**src/rtl/if_fetch.sv**
```systemverilog
`timescale 1ns/1ps
// Instruction fetch: owns the PC, keeps one imem request outstanding, buffers the response for decode.
// Best case 3 cycles per instruction; decode stalls via id_ready hold the buffer and block new requests.
module if_fetch #(
  parameter int                   CPU_WIDTH  = 64,
  parameter int                   INST_WIDTH = 32,
  parameter logic [CPU_WIDTH-1:0] RESET_PC   = 64'h8000_0000
) (
  input  logic                  clk,
  input  logic                  rst_n,
  input  logic                  ena,
  input  logic [CPU_WIDTH-1:0]  next_pc,
  input  logic                  redirect,
  output logic [CPU_WIDTH-1:0]  curr_pc,
  output logic                  imem_req_valid,
  output logic [CPU_WIDTH-1:0]  imem_req_addr,
  input  logic                  imem_req_ready,
  input  logic                  imem_rsp_valid,
  input  logic [INST_WIDTH-1:0] imem_rsp_inst,
  output logic                  if_valid,
  output logic [INST_WIDTH-1:0] if_inst,
  output logic [CPU_WIDTH-1:0]  if_pc,
  input  logic                  id_ready
);

  typedef enum logic [1:0] {S_IDLE, S_REQ, S_WAIT, S_HOLD} state_t;

  state_t                r_state;
  logic [CPU_WIDTH-1:0]  r_pc;
  logic                  r_drop;
  logic                  r_req_vld;
  logic                  r_if_vld;
  logic [INST_WIDTH-1:0] r_if_inst;
  logic [CPU_WIDTH-1:0]  r_if_pc;

  logic [CPU_WIDTH-1:0]  w_npc;
  logic                  w_unused_lsb;

  // Fetch addresses are word aligned; the low bits of next_pc are ignored.
  assign w_npc        = {next_pc[CPU_WIDTH-1:2], 2'b00};
  assign w_unused_lsb = ^next_pc[1:0];

  always_ff @(posedge clk or negedge rst_n) begin
    if (!rst_n) begin
      r_state   <= S_IDLE;
      r_pc      <= RESET_PC;
      r_drop    <= 1'b0;
      r_req_vld <= 1'b0;
      r_if_vld  <= 1'b0;
      r_if_inst <= '0;
      r_if_pc   <= RESET_PC;
    end else begin
      case (r_state)
        S_IDLE: begin
          if (redirect) begin
            r_pc <= w_npc;
          end else if (ena) begin
            r_state   <= S_REQ;
            r_req_vld <= 1'b1;
          end
        end
        S_REQ: begin
          if (redirect) r_pc <= w_npc;
          if (imem_req_ready) begin
            // A redirect coinciding with acceptance orphans the accepted request.
            r_state   <= S_WAIT;
            r_req_vld <= 1'b0;
            r_drop    <= redirect;
          end else if (!ena) begin
            r_state   <= S_IDLE;
            r_req_vld <= 1'b0;
          end
        end
        S_WAIT: begin
          if (imem_rsp_valid) begin
            r_drop <= 1'b0;
            if (r_drop || redirect) begin
              if (redirect) r_pc <= w_npc;
              r_state   <= ena ? S_REQ : S_IDLE;
              r_req_vld <= ena;
            end else begin
              r_if_inst <= imem_rsp_inst;
              r_if_pc   <= r_pc;
              r_if_vld  <= 1'b1;
              r_state   <= S_HOLD;
            end
          end else if (redirect) begin
            r_pc   <= w_npc;
            r_drop <= 1'b1;
          end
        end
        S_HOLD: begin
          if (redirect) begin
            r_pc      <= w_npc;
            r_if_vld  <= 1'b0;
            r_state   <= S_REQ;
            r_req_vld <= 1'b1;
          end else if (id_ready) begin
            r_pc      <= w_npc;
            r_if_vld  <= 1'b0;
            r_state   <= ena ? S_REQ : S_IDLE;
            r_req_vld <= ena;
          end
        end
        default: begin
          r_state   <= S_IDLE;
          r_req_vld <= 1'b0;
          r_if_vld  <= 1'b0;
        end
      endcase
    end
  end

  assign curr_pc        = r_pc;
  assign imem_req_addr  = r_pc;
  assign imem_req_valid = r_req_vld;
  assign if_valid       = r_if_vld;
  assign if_inst        = r_if_inst;
  assign if_pc          = r_if_pc;

endmodule

```
**config.mk**
```make
export PLATFORM = sky130hd
export DESIGN_NAME = if_fetch
export DESIGN_NICKNAME = d
export VERILOG_FILES = /design/src/rtl/if_fetch.sv
export SDC_FILE = /design/constraint.sdc
export NUM_CORES = 1
export LEC_CHECK = 0
export BUFFER_PORTS_ARGS = -buffer_cell sky130_fd_sc_hd__buf_2
export CAP_MARGIN = 20
export CORE_ASPECT_RATIO = 1.25
export CORE_MARGIN = 2
export CORE_UTILIZATION = 40
export DETAILED_ROUTE_END_ITERATION = 16
export GPL_TIMING_DRIVEN = 0
export PLACE_DENSITY = 0.8
export SYNTH_ARGS = -nofsm -noshare
export SYNTH_HDL_FRONTEND = slang
export SYNTH_SLANG_ARGS = --single-unit
```
**constraint.sdc**
```tcl
create_clock -name clk -period 1.9 [get_ports clk]
set_input_delay 0 -clock clk [delete_from_list [all_inputs] [get_ports clk]]
set_output_delay 0 -clock clk [all_outputs]
set_load 0.02 [all_outputs]
```
==> results.md <==
- Outcome: finished clean
- Clk_lat worst skew: 410 ps
- FP Rows: 53
- CTS root buf: clkbuf_16
- Synth area leader: dfrtp_1
- Setup crit start kind: register
- RSZ-0062 raised after global routing: false
- Fin area: 10400 um^2
- Synthesized instance count: 433
- Synth cell types: 27
- Area growth syn-to-layout: 51.6%
- F_max: 543 MHz
- Max cap viols: 0
- Synth Cell Area: 6860 um^2
- Initial Utilization: 0.408
- Core area: around 17000 um^2
- CTS max path bufs: 2
- Worst Path Required: 2190 ps
- Num CTS Buffers: 17
- Hold crit path type: in2reg
- Layout cells sized above 1: 0.673
- Leak: 5.45 nW
- Post-CTS Repair Setup Buffers: 0
- Fin Clk Skew: ~7.6 ps
- Fin. max-slew vios: 0
- DRT Wirelength: ~18000 um
- Chip Width: roughly 120 um
- Commonest non-fill, non-tap cell in the layout: buf_2
- Slew HR: 0.580
- Fin nets: around 980
- Largest net degree at the start of global routing: 82
- Vias in the first global route: roughly 5300
- Post-synth EDFFs: 0
- Hold WS: 61.6 ps
- Antenna Diode Count: 0
- CP Capture Type: register
- Post-synth top area share: 0.580
- Grt total ovfl: 0
- Worst-path clk slew: roughly 60 ps
- Clk sinks: 161
- Die area: 18200 um^2
- Worst slew pin tran: between 600 and 700 ps
- Top FF cell, synth: dfrtp_1
- Worst IR drop on VDD: 0.826 mV
- Io pins: 329
- Final hold violation count: 0
- Drt first pass iters: 4
- Setup ws final: between 50 and 60 ps
- Total power: 15.4 mW
- CTS tree: built
- Final setup fails: 0
- Async set-reset flop share out of synthesis: 1.00
- Post-route DRC: 0
- Pre-CTS WS: -195 ps
- Global Route Usage Sum: 0.192
- Chip height: 150 um
- H-tree Lvls: 4
- Antenna-violating nets left: 0
- Vias/cell: 4.57
- Avg Cell Area, Syn: 15.9 um^2
- First-pass GRT wire length: 27200 um
- Final HPWL DP: 11800 um
- Routed WL per cell: 16.0 um
- Period utilization: 0.969
- Vias: 5058
- Area after DPL: 8800 um^2
- Port Buf Inserts: 319
- DR iter-0 viols: 151
- Most frequent cells in the layout: buf_2 (328), dfrtp_1 (159), dlygate4sd3_1 (98)
- Crit Path Category: reg2reg
- Final min period: about 1800 ps
- Crit-path max FO: 10
- P per Cell Area: 1480 nW/um^2
- Critical path arrival: 2130 ps
- GP Congestion: 0.748
- Synth Register Bits: approximately 160
- Initial antenna violation count: 0
- Register area share after synthesis: 0.587
- Area contributors post-synth: dfrtp_1 (58%), mux2_2 (16%), mux2_4 (13%)
- Synth warn: 0
[synthesized netlist by cell type, types with 2 or more instances]
master    count
dfrtp_1     159
mux2_2       97
buf_4        68
mux2_4       60
buf_2        10
buf_6         7
nor2_1        4
inv_1         3
nand2_1       3
clkbuf_1      2
dfstp_2       2
mux2i_1       2
o21ai_0       2
[sequential cells by signal, indices dropped and copies added (netlist names)]
| signal | cells |
|---|---|
| curr_pc | 62 |
| if_inst | 32 |
| if_pc | 62 |
| if_valid | 1 |
| imem_req_valid | 1 |
| r_drop | 1 |
| r_state | 2 |
[what timing repair did]
action / in CTS / in global routing
setup endpoints to repair: 40 / 0
gates resized for setup: 2 / 0
hold buffers: 98 / 0
endpoints found under the hold margin: 177 / 0
[kinds of logic (layout without fill, tap and decap cells)]
group	after synthesis	count (layout)	synth area share
flip-flops	161	161	0.587
AND/OR/NAND/NOR	10	10	0.00966
buffers and inverters	90	539	0.0959
other	1	6	0.000546
AO/OA/AOI/OAI	12	12	0.0133
multiplexers	159	159	0.293
[cell type report]
cell class | count | area, um^2
Clock buffer | 20 | 457
Multi-Input combinational cell | 187 | 2210
Sequential cell | 161 | 4030
Clock inverter | 10 | 151
Inverter | 3 | 11.3
Timing Repair Buffer | 419 | 2620
Fill cell | 1264 | 6440
Tap cell | 220 | 275
Buffer | 87 | 647
[where the power goes]
part / switching [mW] / leakage [nW] / internal [mW] / total (mW)
logic: 3.33 / 3.22 / 2.99 / 6.31
registers: 0.843 / 1.94 / 4.71 / 5.56
clock network: 1.39 / 0.291 / 2.15 / 3.53
[worst paths after layout]
check	startpoint	end	slack, ps	cells past startpoint
hold / removal	ena	r_state[0]	60	3
min in group asynchronous	rst_n	if_pc[19]	150	2
hold reg to reg	if_inst[2]	if_inst[2]	500	1
setup / recovery	r_state[0]	if_pc[22]	60	5
max in group asynchronous	rst_n	imem_req_valid	950	3
setup reg to reg	r_state[0]	if_pc[22]	60	5
[critical path, cell delays in order (launching register included)]
cell and delay [ps]:
dfrtp_1 460, nor4b_4 420, nand2_2 160, buf_6 200, buf_6 170, mux2_4 310
[routing by layer]
metal / routed length [um] / track usage / vias up
li1: - / - / 2309
met5: 0 / 0 / -
met4: 396 / 0.0730 / 0
met2: 9550 / 0.346 / 214
met3: 1090 / 0.0511 / 34
met1: 6730 / 0.216 / 2501
[metrics by stage]
stage / std cells / setup TNS [ps] / util
final: 1107 / 0 / 0.618
after floorplan: 438 / 0 / -
after global routing: 1107 / 0 / 0.618
after CTS: 1107 / 0 / 0.618
after global placement: 977 / -284080 / 0.520
after detailed placement: 979 / -5540 / 0.522
(Power assumes the default switching activity.)
